<file path="src/rtl/op_issuer_pkg.sv">
// Shared definitions for the op_issuer front-end and the matrix controller decode:
// opcode constants, issuer state encoding and command-word field positions.
package op_issuer_pkg;

   localparam logic [3:0] OP_IDLE = 4'd0;
   localparam logic [3:0] OP_MUL  = 4'd1;
   localparam logic [3:0] OP_LOAD = 4'd2;

   // Command word layout: [3:0] opcode, [15:4] operands, [31:16] length/cycle count
   localparam int OP_LSB  = 0;
   localparam int OP_MSB  = 3;
   localparam int ARG_LSB = 4;
   localparam int ARG_MSB = 15;
   localparam int LEN_LSB = 16;
   localparam int LEN_MSB = 31;

   typedef enum logic [1:0] {
      ST_IDLE,
      ST_LOAD,
      ST_MUL,
      ST_GAP
   } state_e;

   function automatic logic [3:0] cmd_op(input logic [31:0] word);
      return word[OP_MSB:OP_LSB];
   endfunction

   function automatic logic [15:0] cmd_len(input logic [31:0] word);
      return word[LEN_MSB:LEN_LSB];
   endfunction

endpackage

</file>
<file path="src/rtl/op_issuer_if.sv">
// Host command/data handshakes plus the controller-facing drive signals of op_issuer.
interface op_issuer_if;

   logic        cmd_valid;
   logic        cmd_ready;
   logic [31:0] cmd_data;
   logic        data_valid;
   logic        data_ready;
   logic [31:0] data_in;
   logic        enable;
   logic [31:0] operation;
   logic [31:0] in_data;
   logic        busy;
   logic        done;
   logic        err;

   modport slave (
      input  cmd_valid, cmd_data, data_valid, data_in,
      output cmd_ready, data_ready, enable, operation, in_data, busy, done, err
   );

   modport master (
      output cmd_valid, cmd_data, data_valid, data_in,
      input  cmd_ready, data_ready, enable, operation, in_data, busy, done, err
   );

endinterface

</file>
<file path="src/rtl/op_len_counter.sv">
// Loadable down-counter shared by the LOAD, MUL and GAP phases; last_o flags a count of one.
module op_len_counter #(
   parameter int CNT_W = 16
) (
   input  logic             clk,
   input  logic             reset,
   input  logic             load_i,
   input  logic [CNT_W-1:0] load_val_i,
   input  logic             dec_i,
   output logic             last_o
);

   logic [CNT_W-1:0] cnt_q;
   logic [CNT_W-1:0] cnt_d;

   always_comb begin
      cnt_d = cnt_q;
      if (load_i)
         cnt_d = load_val_i;
      else if (dec_i && (cnt_q != '0))
         cnt_d = cnt_q - 1'b1;
   end

   // NOTE: state registers use non-blocking assignments so every flop samples pre-edge values.
   always_ff @(posedge clk or negedge reset) begin
      if (!reset)
         cnt_q <= '0;
      else
         cnt_q <= cnt_d;
   end

   assign last_o = (cnt_q == CNT_W'(1));

endmodule

</file>
<file path="src/rtl/op_issuer.sv">
// Command front-end for the matrix controller: holds each opcode for its cycle/beat count,
// then forces an idle gap so consecutive matmuls present a fresh rising edge of opcode 1.
module op_issuer
   import op_issuer_pkg::*;
#(
   parameter int MUL_CYCLES = 80,
   parameter int GAP_CYCLES = 1,
   parameter int CNT_W      = 16
) (
   input  logic        clk,
   input  logic        reset,
   op_issuer_if.slave  bus
);

   state_e           state_q, state_d;
   logic [15:0]      word_q, word_d;
   logic             err_q, err_d;
   logic             rdy_q;
   logic             cnt_load;
   logic [CNT_W-1:0] cnt_val;
   logic             cnt_dec;
   logic             cnt_last;
   logic [3:0]       op;
   logic [15:0]      len;

   assign op  = cmd_op(bus.cmd_data);
   assign len = cmd_len(bus.cmd_data);

   op_len_counter #(.CNT_W(CNT_W)) u_cnt (
      .clk        (clk),
      .reset      (reset),
      .load_i     (cnt_load),
      .load_val_i (cnt_val),
      .dec_i      (cnt_dec),
      .last_o     (cnt_last)
   );

   // NOTE: every output and next-state variable gets a default first so no path infers a latch.
   always_comb begin
      state_d        = state_q;
      word_d         = word_q;
      err_d          = err_q;
      cnt_load       = 1'b0;
      cnt_val        = '0;
      cnt_dec        = 1'b0;
      bus.cmd_ready  = 1'b0;
      bus.data_ready = 1'b0;
      bus.enable     = 1'b1;
      bus.operation  = '0;
      bus.in_data    = '0;
      bus.done       = 1'b0;

      unique case (state_q)
         ST_IDLE: begin
            bus.cmd_ready = rdy_q;
            if (rdy_q && bus.cmd_valid) begin
               word_d   = bus.cmd_data[ARG_MSB:OP_LSB];
               cnt_load = 1'b1;
               cnt_val  = CNT_W'(GAP_CYCLES);
               state_d  = ST_GAP;
               if (op == OP_MUL) begin
                  cnt_val = (len != '0) ? CNT_W'(len) : CNT_W'(MUL_CYCLES);
                  state_d = ST_MUL;
               end else if (op == OP_LOAD && len != '0) begin
                  cnt_val = CNT_W'(len);
                  state_d = ST_LOAD;
               end else if (op != OP_IDLE) begin
                  // Unknown opcode or zero-length load: flag and retire through the gap.
                  err_d = 1'b1;
               end
            end
         end
         ST_LOAD: begin
            bus.operation  = {16'h0, word_q};
            bus.data_ready = 1'b1;
            bus.enable     = bus.data_valid;
            bus.in_data    = bus.data_in;
            cnt_dec        = bus.data_valid;
            if (bus.data_valid && cnt_last) begin
               cnt_load = 1'b1;
               cnt_val  = CNT_W'(GAP_CYCLES);
               state_d  = ST_GAP;
            end
         end
         ST_MUL: begin
            bus.operation = {16'h0, word_q};
            cnt_dec       = 1'b1;
            if (cnt_last) begin
               cnt_load = 1'b1;
               cnt_val  = CNT_W'(GAP_CYCLES);
               state_d  = ST_GAP;
            end
         end
         ST_GAP: begin
            cnt_dec = 1'b1;
            if (cnt_last) begin
               bus.done = 1'b1;
               state_d  = ST_IDLE;
            end
         end
         default: state_d = ST_IDLE;
      endcase
   end

   always_ff @(posedge clk or negedge reset) begin
      if (!reset) begin
         state_q <= ST_IDLE;
         word_q  <= '0;
         err_q   <= 1'b0;
         rdy_q   <= 1'b0;
      end else begin
         state_q <= state_d;
         word_q  <= word_d;
         err_q   <= err_d;
         rdy_q   <= 1'b1;
      end
   end

   assign bus.busy = (state_q != ST_IDLE);
   assign bus.err  = err_q;

endmodule

</file>
<file path="src/flat_wrapper.sv">
// flat-port wrapper written by rule: the top's interface ports become plain ports
module op_issuer_flat import op_issuer_pkg::*;
#(
   parameter int MUL_CYCLES = 80,
   parameter int GAP_CYCLES = 1,
   parameter int CNT_W      = 16
)
  (clk, reset, bus_cmd_valid, bus_cmd_data, bus_data_valid, bus_data_in, bus_cmd_ready, bus_data_ready, bus_enable, bus_operation, bus_in_data, bus_busy, bus_done, bus_err);
  op_issuer_if bus_i ();
  input  logic clk;
  input  logic reset;
  input wire logic [$bits(bus_i.cmd_valid)-1:0] bus_cmd_valid;
  input wire logic [$bits(bus_i.cmd_data)-1:0] bus_cmd_data;
  input wire logic [$bits(bus_i.data_valid)-1:0] bus_data_valid;
  input wire logic [$bits(bus_i.data_in)-1:0] bus_data_in;
  output wire logic [$bits(bus_i.cmd_ready)-1:0] bus_cmd_ready;
  output wire logic [$bits(bus_i.data_ready)-1:0] bus_data_ready;
  output wire logic [$bits(bus_i.enable)-1:0] bus_enable;
  output wire logic [$bits(bus_i.operation)-1:0] bus_operation;
  output wire logic [$bits(bus_i.in_data)-1:0] bus_in_data;
  output wire logic [$bits(bus_i.busy)-1:0] bus_busy;
  output wire logic [$bits(bus_i.done)-1:0] bus_done;
  output wire logic [$bits(bus_i.err)-1:0] bus_err;
  assign bus_i.cmd_valid = bus_cmd_valid;
  assign bus_i.cmd_data = bus_cmd_data;
  assign bus_i.data_valid = bus_data_valid;
  assign bus_i.data_in = bus_data_in;
  assign bus_cmd_ready = bus_i.cmd_ready;
  assign bus_data_ready = bus_i.data_ready;
  assign bus_enable = bus_i.enable;
  assign bus_operation = bus_i.operation;
  assign bus_in_data = bus_i.in_data;
  assign bus_busy = bus_i.busy;
  assign bus_done = bus_i.done;
  assign bus_err = bus_i.err;
  op_issuer #(.MUL_CYCLES(MUL_CYCLES), .GAP_CYCLES(GAP_CYCLES), .CNT_W(CNT_W)) u_core (.clk(clk), .reset(reset), .bus(bus_i));
endmodule
</file>
<file path="config.mk">
export PLATFORM = sky130hd
export DESIGN_NAME = op_issuer_flat
export DESIGN_NICKNAME = d
export VERILOG_FILES = /design/src/rtl/op_issuer_pkg.sv /design/src/rtl/op_issuer_if.sv /design/src/rtl/op_len_counter.sv /design/src/rtl/op_issuer.sv /design/src/flat_wrapper.sv
export SDC_FILE = /design/constraint.sdc
export NUM_CORES = 1
export LEC_CHECK = 0
export CAP_MARGIN = 25
export CORE_ASPECT_RATIO = 0.7
export CORE_MARGIN = 2
export CORE_UTILIZATION = 40
export CTS_CLUSTER_DIAMETER = 40
export DETAILED_ROUTE_END_ITERATION = 8
export MAX_ROUTING_LAYER = met4
export PLACE_DENSITY = 0.81
export SYNTH_ARGS = -nofsm -noshare
export SYNTH_HDL_FRONTEND = slang
export SYNTH_SLANG_ARGS = --single-unit
</file>
<file path="constraint.sdc">
create_clock -name clk -period 3.95 [get_ports clk]
set_input_delay 0.79 -clock clk [delete_from_list [all_inputs] [get_ports clk]]
set_output_delay 0.79 -clock clk [all_outputs]
set_load 0.05 [all_outputs]
</file>
## After elaboration in Yosys (flattened, before gate mapping)

Cells that the tools add are included.
Widths: inputs -> output; s select.

| storage, ports and cells | value |
|---|---|
| word-level logic and storage cells | 60 |
| output and inout port bits | 70 |
| flip-flop bits (word level) | 36 |

| cells by class | value |
|---|---|
| equal/unequal tests | 10 |
| add/sub/neg operators | 1 |
| muxes and demuxes | 27 |
| bitwise gates (word level) | 2 |
| reduce and logical (&&, ||, !) cells | 15 |

Operators with widths:

| kind | number |
|---|---|
| $mux 16 | 7 |
| $pmux 16 s3 | 1 |
| $mux 32 | 1 |
| $reduce_bool 16->1 | 2 |
| $eq 16x1->1 const B | 1 |
| $sub 16x1->16 const B | 1 |
| $mux 2 | 6 |
| $mux 1 | 9 |
| $ne 2x1->1 const B | 4 |
| $pmux 2 s4 | 1 |
| $reduce_and 5->1 | 1 |
| $eq 2x2->1 const B | 2 |
| $eq 4x1->1 const B | 1 |
| $eq 4x2->1 const B | 1 |
| $logic_and 1x1->1 | 4 |
| $reduce_and 4->1 | 1 |
| $reduce_bool 2->1 | 2 |
| $reduce_bool 4->1 | 1 |
| $reduce_or 2->1 | 2 |
| $pmux 1 s3 | 1 |
| $eq 2x1->1 const B | 1 |
| $logic_not 2->1 | 1 |
| $not 1->1 | 2 |
| $pmux 1 s2 | 1 |
| $reduce_and 2->1 | 1 |

## Depth between registers and ports, before layout

Gate-level depths: netlist of the first run.

| depth | value |
|---|---|
| depth in word-level cells | 7 |
| depth in mapped cells | 10 |
| depth with buffers taken out | 8 |

## Hierarchy

Synthesis of the first run repeated with hierarchy kept, for this count alone.

| second synthesis, totals | value |
|---|---|
| cell total of the unflattened synthesis | 299 |
| area, all modules | 2732.6 um2 |

Modules (own cells, without submodules):

| module | cells an instance | area an instance (um2) | times used |
|---|---|---|---|
| op_issuer | 177 | 1582.8 | 1 |
| op_len_counter | 122 | 1149.9 | 1 |

## Least setup slack after synthesis of the first run

Ideal clock, no wire load.

| timing | value |
|---|---|
| path type | reg-to-output |
| start | reg u_core.state_q[1] |
| end | out bus_in_data[10] |
| slack | 1.334 ns |
| buffers on the path | 2 |
| stages on the path, launching flop included | 6 |
| data arrival time | 1.826 ns |
| data required time | 3.160 ns |
| cells stage by stage | dfrtp_1 > inv_1 > ha_1 > buf_4 > clkbuf_1 > and2_1 |

| between the ends | value |
|---|---|
| cells in the longest elaborated chain, start to end | 2 |

Ends and longest elaborated chain:

| what | line | source |
|---|---|---|
| from (decl) | op_issuer.sv:15 | `state_e state_q, state_d;` |
| from (signal assigned) | op_issuer.sv:112 | `state_q <= state_d;` |
| $eq 2x1->1 | op_issuer.sv:53 | `unique case (state_q)` |
| $mux 32 | op_issuer.sv:53 |  |
| to (decl) | flat_wrapper.sv:20 | `output wire logic [$bits(bus_i.in_data)-1:0] bus_in_data;` |

No other way between the ends.

## Worst setup path after layout of the first run

| timing | value |
|---|---|
| start | reg u_core.state_q[1] |
| end | out bus_in_data[20] |

Same word-level chain as after synthesis.

==> metrics.yaml, run 1 <==
status: "completed"
ant_nets: 0
clock_skew_ns: 0.0140
synth_edf_count: 0
syn_area_per_cell_um2: 9.06
dr.pass1.iters: 4
synthTopCellsByCount: "and2_1 (52), dfrtp_1 (36), nand2_1 (24)"
crit_arrival_ns: 2.53
placed_area_um2: 3830
final_max_slew_viol_count: 0
wl_um: 7780
ir_drop_v: 0.000550
grt_usage_pct: 22.6
cts.sinks: 36
vias: 2588
start_kind: "flop"
hpwl_um: 5960
drv_cap: 0
cts_hold_buf: 0
synthTopCellsByArea: "dfrtp_1 (34%), and2_1 (12%), mux2_2 (6.9%)"
power_density_nw_per_um2: 859
synth_seq_cells: 36
async_flop_share_pct: 100
postSynthCellCount: 289
antenna_cells: 0
drive_above_1_share_pct: 10.5
globalRouteOverflowTotal: 0
cts_root_buffer: "clkbuf_8"
die_x_um: 101
cts_made_buffers: 5
min_period_ns: 3.32
cts_buffer_depth: 2
critical_path.startpoint: "u_core.state_q[1]$_DFFE_PN0P_"
fillerInstances: 545
worstHoldPathType: "flop to flop"
drt_iter0_drc: 182
clkSlewWorstSetupHoldPaths_ns: 0.09
slew_headroom_pct: 60.4
dieArea_um2: 7220
post_drt_wl_per_cell_um: 15.9
p_leak_nw: 1.66
worstSkewPairLatency_ns: 0.30
finalSetupViolCount: 0
synth_ff_type: "dfrtp_1"
rsz0062_at_grt: "false"
finalInstanceArea_um2: 3940
timing.setup.tns_ns: 0
io_pins: 138
multiInputGateArea_um2: 1580
reg2reg_from: "u_core.state_q[1]$_DFFE_PN0P_"
yosysMostFrequentCell: "and2_1"
regArea_um2: 901
grt_max_degree: 37
start_util_pct: 41.7
cp.required_ns: 3.16
max_freq_mhz: 301
ff2ff_path_depth: 7
ys_types: 58
portBuffers: 121
hold_path_depth: 1
crit_fanout: 19
synth_top_area_cell: "dfrtp_1"
synth_area_um2: 2620
num_rows: 24
worst_pin_slew_ns: 0.593
timing.final.crit_share_pct: 84.0
htree_num_levels: 2
place_congestion: 0.869
tritoncts: "built"
die-height_um: 71.7
endpoint_kind: "output port"
via_per_inst: 5.29
grt_pass1_wl_um: 12400
hp-start: "u_core.bus.err$_DFFE_PN0P_"
antenna_found_initial: 0
nets: 486
route.detailed.drc: 0
synthToLayoutAreaGrowth_pct: 50.5
total_power_mw: 3.39
worst-setup-path-type: "flop to output port"
synth_top_area_share_pct: 34.4
grt_pass1_vias: 2618
yosys_warnings: 0
core_um2: 6280
hold_viol: 0
cts.repair.resized: 0
r2r_setup_slack_ns: 1.46
ys_seq_area_share_pct: 34.4
post_cts_buffers: 0
## power breakdown
group,internal [mW],switching [mW]
registers,0.529,0.141
logic,0.859,1.52
clock network,0.187,0.146
total,1.58,1.81
## metal layers
metal  routed length [µm]  vias to the layer above  GRT usage (%)  share of wire [%]
li1                     -                     1223              -                  -
met1                 3440                     1235           29.3                 44
met2                 3590                      117           34.8                 46
met3                  633                       13           5.46                8.1
met4                  113                        0           7.61                1.5
met5                    0                        -              -                  0
## kinds of logic after synthesis
logic type | count (synthesis) | synth area share [%]
and+or+nand+nor | 134 | 31.0
xor gates and xnor gates | 3 | 1.00
other | 2 | 0.287
muxes | 16 | 6.88
DFF | 36 | 34.4
adders and majority gates | 8 | 3.82
AOI/OAI and AO/OA | 60 | 15.2
buffers and inverters | 30 | 7.41
## final cells by class
cell class,instances,area share (%)
multi-input cells,238,40.1
repair buffers,124,31.3
flip-flops and latches,36,22.8
well taps,78,2.48
clock buffers,5,1.75
clock inverters,3,1.08
inverters,5,0.476
## path summary, 6_finish.rpt
path	to
max	bus_in_data[20]
min	u_core.bus.err$_DFFE_PN0P_
max reg2reg	u_core.u_cnt.cnt_q[13]$_DFFE_PN0P_
min reg2reg	u_core.bus.err$_DFFE_PN0P_
max in group asynchronous	u_core.u_cnt.cnt_q[3]$_DFFE_PN0P_
min in group asynchronous	u_core.bus.err$_DFFE_PN0P_
## metrics by stage
step           std cells  util, %  worst slack [ns]  hold WS, ns
5_1_grt              489     62.8             0.432        0.518
3_3_place_gp         481     61.0             0.915        0.454
6_report             489     62.8             0.633        0.496
4_1_cts              489     62.8             0.612        0.496
3_5_place_dp         481     61.0             0.915        0.464
2_1_floorplan        304        -              1.33        0.471
## worst max-delay path, stage by stage (launching register included)
cell and delay, ns:
dfrtp_1 0.43, inv_1 0.10, ha_1 0.47, buf_4 0.28
and2_1 0.15, clkdlybuf4s50_1 0.81
## cell usage in the layout (no fill, tap or decap), types with 6 or more instances in the layout
cell type          n
clkdlybuf4s50_1  121
and2_1            52
dfrtp_1           36
nand2_1           24
a21oi_1           20
conb_1            17
mux2_2            16
nor2_1            12
o21ai_0           11
a21o_1             8
ha_1               8
nor3_1             6
nand3_1            6
## sequential cells by signal (all words and copies together) (netlist names)
| name | cells |
|---|---|
| u_core.bus.err | 1 |
| u_core.rdy_q | 1 |
| u_core.state_q | 2 |
| u_core.u_cnt.cnt_q | 16 |
| u_core.word_q | 16 |
Note: power is estimated with default switching activity, not from simulation.
==> run 2, diff against run 1 <==
--- a/config.mk
+++ b/config.mk
@@ -8,11 +8,11 @@
 export CAP_MARGIN = 25
 export CORE_ASPECT_RATIO = 0.7
 export CORE_MARGIN = 2
-export CORE_UTILIZATION = 40
+export CORE_UTILIZATION = 36
 export CTS_CLUSTER_DIAMETER = 40
 export DETAILED_ROUTE_END_ITERATION = 8
 export MAX_ROUTING_LAYER = met4
-export PLACE_DENSITY = 0.81
+export PLACE_DENSITY = 0.77
 export SYNTH_ARGS = -nofsm -noshare
 export SYNTH_HDL_FRONTEND = slang
 export SYNTH_SLANG_ARGS = --single-unit
==> constraint.sdc (replaced) <==
create_clock -name clk -period 3 [get_ports clk]
set_input_delay 0.6 -clock clk [delete_from_list [all_inputs] [get_ports clk]]
set_output_delay 0.6 -clock clk [all_outputs]
set_load 0.05 [all_outputs]
==> run 2 against run 1 <==
  * Die area is 11% higher
  * Worst hold slack better by 0.0080 ns
  * Cell count is 3.3% higher
  * Largest cell class unchanged
  * Sequential share of layout area is 0.47 points higher
  * Flip-flop and latch count stayed put
  * Critical path type unchanged
  * Largest power group unchanged
  * Combinational power is 29% higher
==> metrics.yaml, run 2 (synthesis gave the netlist of run 1 again) <==
status: "completed"
die-height_um: 75.4
wl_um: 7330
nets: 486
place_congestion: 0.864
post_drt_wl_per_cell_um: 14.5
worst-setup-path-type: "flop to output port"
total_power_mw: 4.30
cts_root_buffer: "clkbuf_8"
mostFrequentLayoutCells: "clkdlybuf4s50_1 (81), and2_1 (52), buf_4 (38), dfrtp_1 (36), nand2_1 (24)"
max_freq_mhz: 346
clock_skew_ns: 0.00879
slew_headroom_pct: 61.5
grt_pass1_vias: 2399
max_stage_delay_ns: 0.80
endpoint_kind: "output port"
start_util_pct: 38.1
globalRouteOverflowTotal: 0
hold_viol: 0
num_rows: 25
tritoncts: "built"
final_common_cell: "clkdlybuf4s50_1"
power_density_nw_per_um2: 1110
finalInstanceArea_um2: 3860
crit_arrival_ns: 2.29
ant_nets: 0
timing.final.crit_share_pct: 96.3
post_cts_buffers: 0
antenna_found_initial: 0
cp.required_ns: 2.40
drive_above_1_share_pct: 19.2
worstHoldPathType: "flop to flop"
cts_buffer_depth: 2
vias: 2520
finalSetupViolCount: 0
p_leak_nw: 1.78
worstPathCellList: "inv_1 > ha_2 > and2_1 > clkdlybuf4s50_1"
fillerInstances: 625
whs_ns: 0.504
route.detailed.drc: 0
portBuffers: 121
die_x_um: 106
multiInputGateArea_um2: 1580
largest_registers: "u_core.u_cnt.cnt_q: 16 flops, u_core.word_q: 16 flops, u_core.state_q: 2 flops"
via_per_inst: 4.99
worstSkewPairLatency_ns: 0.30
io_pins: 138
cts_hold_buf: 0
antenna_cells: 0
ir_drop_v: 0.000835
cts.sinks: 36
drv_cap: 0
synthToLayoutAreaGrowth_pct: 47.5
placed_area_um2: 3760
start_kind: "flop"
core_um2: 6880
clkSlewWorstSetupHoldPaths_ns: 0.08
dr.pass1.iters: 5
grt_pass1_wl_um: 11800
final_max_slew_viol_count: 0
hpwl_um: 5630
dieArea_um2: 7980
crit_fanout: 17
worst_pin_slew_ns: 0.576
htree_num_levels: 2
grt_max_degree: 37
crit_slowest_cell: "clkdlybuf4s50_1"
drt_iter0_drc: 182
regArea_um2: 901
min_period_ns: 2.89
cts_made_buffers: 5
grt_usage_pct: 19.5
[run 2: cell types whose count changed in the layout (fill, tap and decap cells not counted), sizes merged]
cell | previous run | this run
clkinvlp | 1 | 0
clkdlybuf4s50 | 121 | 81
dlymetal6s2s | 0 | 4
clkinv | 1 | 3
dlygate4sd2 | 0 | 1
buf | 3 | 38
bufinv | 1 | 0
[run 2: layout make-up]
class                           count  area share [%]
Multi-Input combinational cell    238            41.0
Timing Repair Buffer              124            29.9
Sequential cell                    36            23.3
Tap cell                           94            3.05
Clock buffer                        5            1.78
Clock inverter                      3           0.486
Inverter                            5           0.486
[run 2: path summary, 6_finish.rpt]
kind / endpoint / startpoint / cells after the start / slack, ns
hold reg to reg: u_core.word_q[10]$_DFFE_PN0P_ / u_core.word_q[10]$_DFFE_PN0P_ / 1 / 0.50
setup reg to reg: u_core.u_cnt.cnt_q[4]$_DFFE_PN0P_ / u_core.state_q[1]$_DFFE_PN0P_ / 8 / 0.74
setup / recovery: bus_operation[11] / u_core.state_q[1]$_DFFE_PN0P_ / 4 / 0.11
hold / removal: u_core.word_q[10]$_DFFE_PN0P_ / u_core.word_q[10]$_DFFE_PN0P_ / 1 / 0.50
min in group asynchronous: u_core.word_q[13]$_DFFE_PN0P_ / reset / 2 / 0.71
max in group asynchronous: u_core.u_cnt.cnt_q[4]$_DFFE_PN0P_ / reset / 2 / 1.95
[run 2: worst max-delay path: cells and delay by family (launching register included)]
family,cells,cell delay (ns)
AND/OR/NAND/NOR,1,0.18
flip-flops,1,0.43
adder cells (fa/ha/maj),1,0.49
buffers and inverters,2,0.89
[run 2: what timing repair did]
action	4_1_cts	5_1_grt
setup endpoints to repair	1	15
hold endpoints to repair	0	0
gates resized for setup	1	5
[run 2: layer usage]
metal / part of all wire [%] / GRT usage (%)
met1: 46 / 26.7
met2: 44 / 29.5
met3: 9.5 / 4.70
met4: 0.79 / 4.82
met5: 0 / -
[run 2: report_power, final]
part	internal (mW)	total [mW]	switching, mW
clock	0.162	0.359	0.197
combinational	1.08	3.07	1.99
sequential	0.697	0.877	0.181
[run 2: through the flow]
step / utilization (%) / TNS (ns) / cells / setup WS [ns]
2_1_floorplan: - / 0 / 304 / 0.574
3_3_place_gp: 54.7 / 0 / 497 / 0.356
6_report: 56.1 / 0 / 505 / 0.110
4_1_cts: 55.9 / 0 / 505 / 0.000529
3_5_place_dp: 54.7 / 0 / 497 / 0.331
5_1_grt: 56.1 / -0.000324 / 505 / -0.000324
==> run 3, diff against run 2 <==
--- a/config.mk
+++ b/config.mk
@@ -7,12 +7,11 @@
 export LEC_CHECK = 0
 export CAP_MARGIN = 25
 export CORE_ASPECT_RATIO = 0.7
-export CORE_MARGIN = 2
-export CORE_UTILIZATION = 36
+export CORE_UTILIZATION = 40
 export CTS_CLUSTER_DIAMETER = 40
 export DETAILED_ROUTE_END_ITERATION = 8
 export MAX_ROUTING_LAYER = met4
-export PLACE_DENSITY = 0.77
+export PLACE_DENSITY = 0.81
 export SYNTH_ARGS = -nofsm -noshare
 export SYNTH_HDL_FRONTEND = slang
 export SYNTH_SLANG_ARGS = --single-unit
==> constraint.sdc (replaced) <==
create_clock -name clk -period 3.4 [get_ports clk]
set_input_delay 0.68 -clock clk [delete_from_list [all_inputs] [get_ports clk]]
set_output_delay 0.68 -clock clk [all_outputs]
set_load 0.05 [all_outputs]
==> run 3 against run 2 <==
  * Cell count decreased by 3.0%
  * Via count is 2.6% higher
  * Sequential power fell by 11%
  * Critical path type unchanged
  * Largest power group unchanged
  * Highest routed layer unchanged
==> metrics.yaml, run 3 (synthesis gave the netlist of run 1 again) <==
slew_headroom_pct: 60.3
endpoint_kind: "output port"
final_common_cell: "clkdlybuf4s50_1"
met1_usage_pct: 34.3
grtUsageMet2_pct: 35.8
via_per_inst: 5.28
die-height_um: 69.7
place_congestion: 0.912
regArea_um2: 901
globalRouteOverflowTotal: 0
cts_root_buffer: "clkbuf_8"
post_drt_wl_per_cell_um: 15.9
dieArea_um2: 6880
tritoncts: "built"
power_density_nw_per_um2: 1000
clock_skew_ns: 0.0102
mostFrequentLayoutCells: "clkdlybuf4s50_1 (121), and2_1 (52), dfrtp_1 (36), nand2_1 (24), a21oi_1 (20)"
rsz0062_at_grt: "false"
grt_pass1_vias: 2519
worst_pin_slew_ns: 0.594
cts.repair.resized: 0
cts_buffer_depth: 2
largest_registers: "u_core.u_cnt.cnt_q: 16 flops, u_core.word_q: 16 flops, u_core.state_q: 2 flops"
wl_um: 7770
p_clk_share_pct: 9.8
final_max_slew_viol_count: 0
placed_area_um2: 3840
nets: 487
drt_iter0_drc: 297
start_kind: "flop"
drive_above_1_share_pct: 10.4
finalSetupViolCount: 0
ff2ff_path_depth: 9
worstSkewPairLatency_ns: 0.30
die_x_um: 98.7
cp.required_ns: 2.72
hold_viol: 0
multiInputGateArea_um2: 1580
status: "completed"
gr-max-usage-layer: "met2"
worstHoldPathType: "flop to flop"
grt_use_met3_pct: 6.35
min_period_ns: 3.13
grt_pass1_wl_um: 12900
portBuffers: 121
crit_fanout: 5
hpwl_um: 5970
timing.final.crit_share_pct: 91.9
ir_drop_v: 0.000653
grt_max_degree: 38
core_um2: 6280
worst-setup-path-type: "flop to output port"
cts_hold_buf: 0
num_rows: 24
ant_nets: 0
cts_made_buffers: 5
start_util_pct: 41.7
post_cts_buffers: 0
antenna_found_initial: 0
intPower_mw: 1.84
synthToLayoutAreaGrowth_pct: 50.7
p_seq_share_pct: 19.8
route.detailed.drc: 0
htree_num_levels: 2
antenna_cells: 0
timing.setup.tns_ns: 0
fillerInstances: 549
power_switching_mw: 2.12
pwr-share-comb_pct: 70.4
hold_path_depth: 1
vias: 2585
max_freq_mhz: 320
clkSlewWorstSetupHoldPaths_ns: 0.08
io_pins: 138
cts.sinks: 36
crit_arrival_ns: 2.45
dr.pass1.iters: 5
grt_usage_pct: 24.4
p_leak_nw: 1.67
drv_cap: 0
finalInstanceArea_um2: 3950
switching_share_pct: 53.6
==> run 3: power by group through the flow <==
stage,Clock [mW],Sequential [mW],Combinational (mW)
after floorplan,0,0.742,1.98
after global placement,0,0.766,2.73
after detailed placement,0,0.781,2.76
after CTS,0.393,0.775,2.78
after global routing,0.412,0.801,2.95
final,0.388,0.782,2.79
==> run 3: final timing paths <==
path | start | endpoint | slack, ns
setup / recovery | u_core.u_cnt.cnt_q[4]$_DFFE_PN0P_ | bus_done | 0.27
hold / removal | u_core.bus.err$_DFFE_PN0P_ | u_core.bus.err$_DFFE_PN0P_ | 0.49
setup reg to reg | u_core.state_q[1]$_DFFE_PN0P_ | u_core.u_cnt.cnt_q[4]$_DFFE_PN0P_ | 0.91
hold reg to reg | u_core.bus.err$_DFFE_PN0P_ | u_core.bus.err$_DFFE_PN0P_ | 0.49
max in group asynchronous | reset | u_core.u_cnt.cnt_q[11]$_DFFE_PN0P_ | 2.25
min in group asynchronous | reset | u_core.word_q[15]$_DFFE_PN0P_ | 0.81
==> run 3: final cells by class <==
class	instances	share of cell area [%]
clock buffers	6	1.84
clock inverters	2	0.888
inverters	5	0.476
multi-input cells	238	40.0
flip-flops and latches	36	22.8
well taps	78	2.47
repair buffers	125	31.5
==> run 3: layer usage <==
metal | vias to the layer above | routed length [µm]
li1 | 1226 | -
met1 | 1214 | 3570
met3 | 13 | 687
met5 | - | 0
met4 | 0 | 82
met2 | 132 | 3440
==> run 3: per-stage QoR <==
| step | instances | hold WS [ns] | total power [mW] | setup slack [ns] | util (%) |
|---|---|---|---|---|---|
| finish | 490 | 0.493 | 3.96 | 0.274 | 62.9 |
| global route | 490 | 0.518 | 4.16 | 0.162 | 62.9 |
| CTS | 490 | 0.501 | 3.95 | 0.288 | 62.9 |
| detailed placement | 482 | 0.469 | 3.54 | 0.567 | 61.2 |
| global placement | 482 | 0.454 | 3.50 | 0.593 | 61.2 |
| floorplan | 304 | 0.384 | 2.72 | 0.894 | - |
==> run 3: worst max-delay path, cell delays in order, from the launching register on <==
cell and delay (ns):
dfrtp_1 0.45, nor3_2 0.32, and2_1 0.22, and3_4 0.22, and2_1 0.13, clkdlybuf4s50_1 0.80
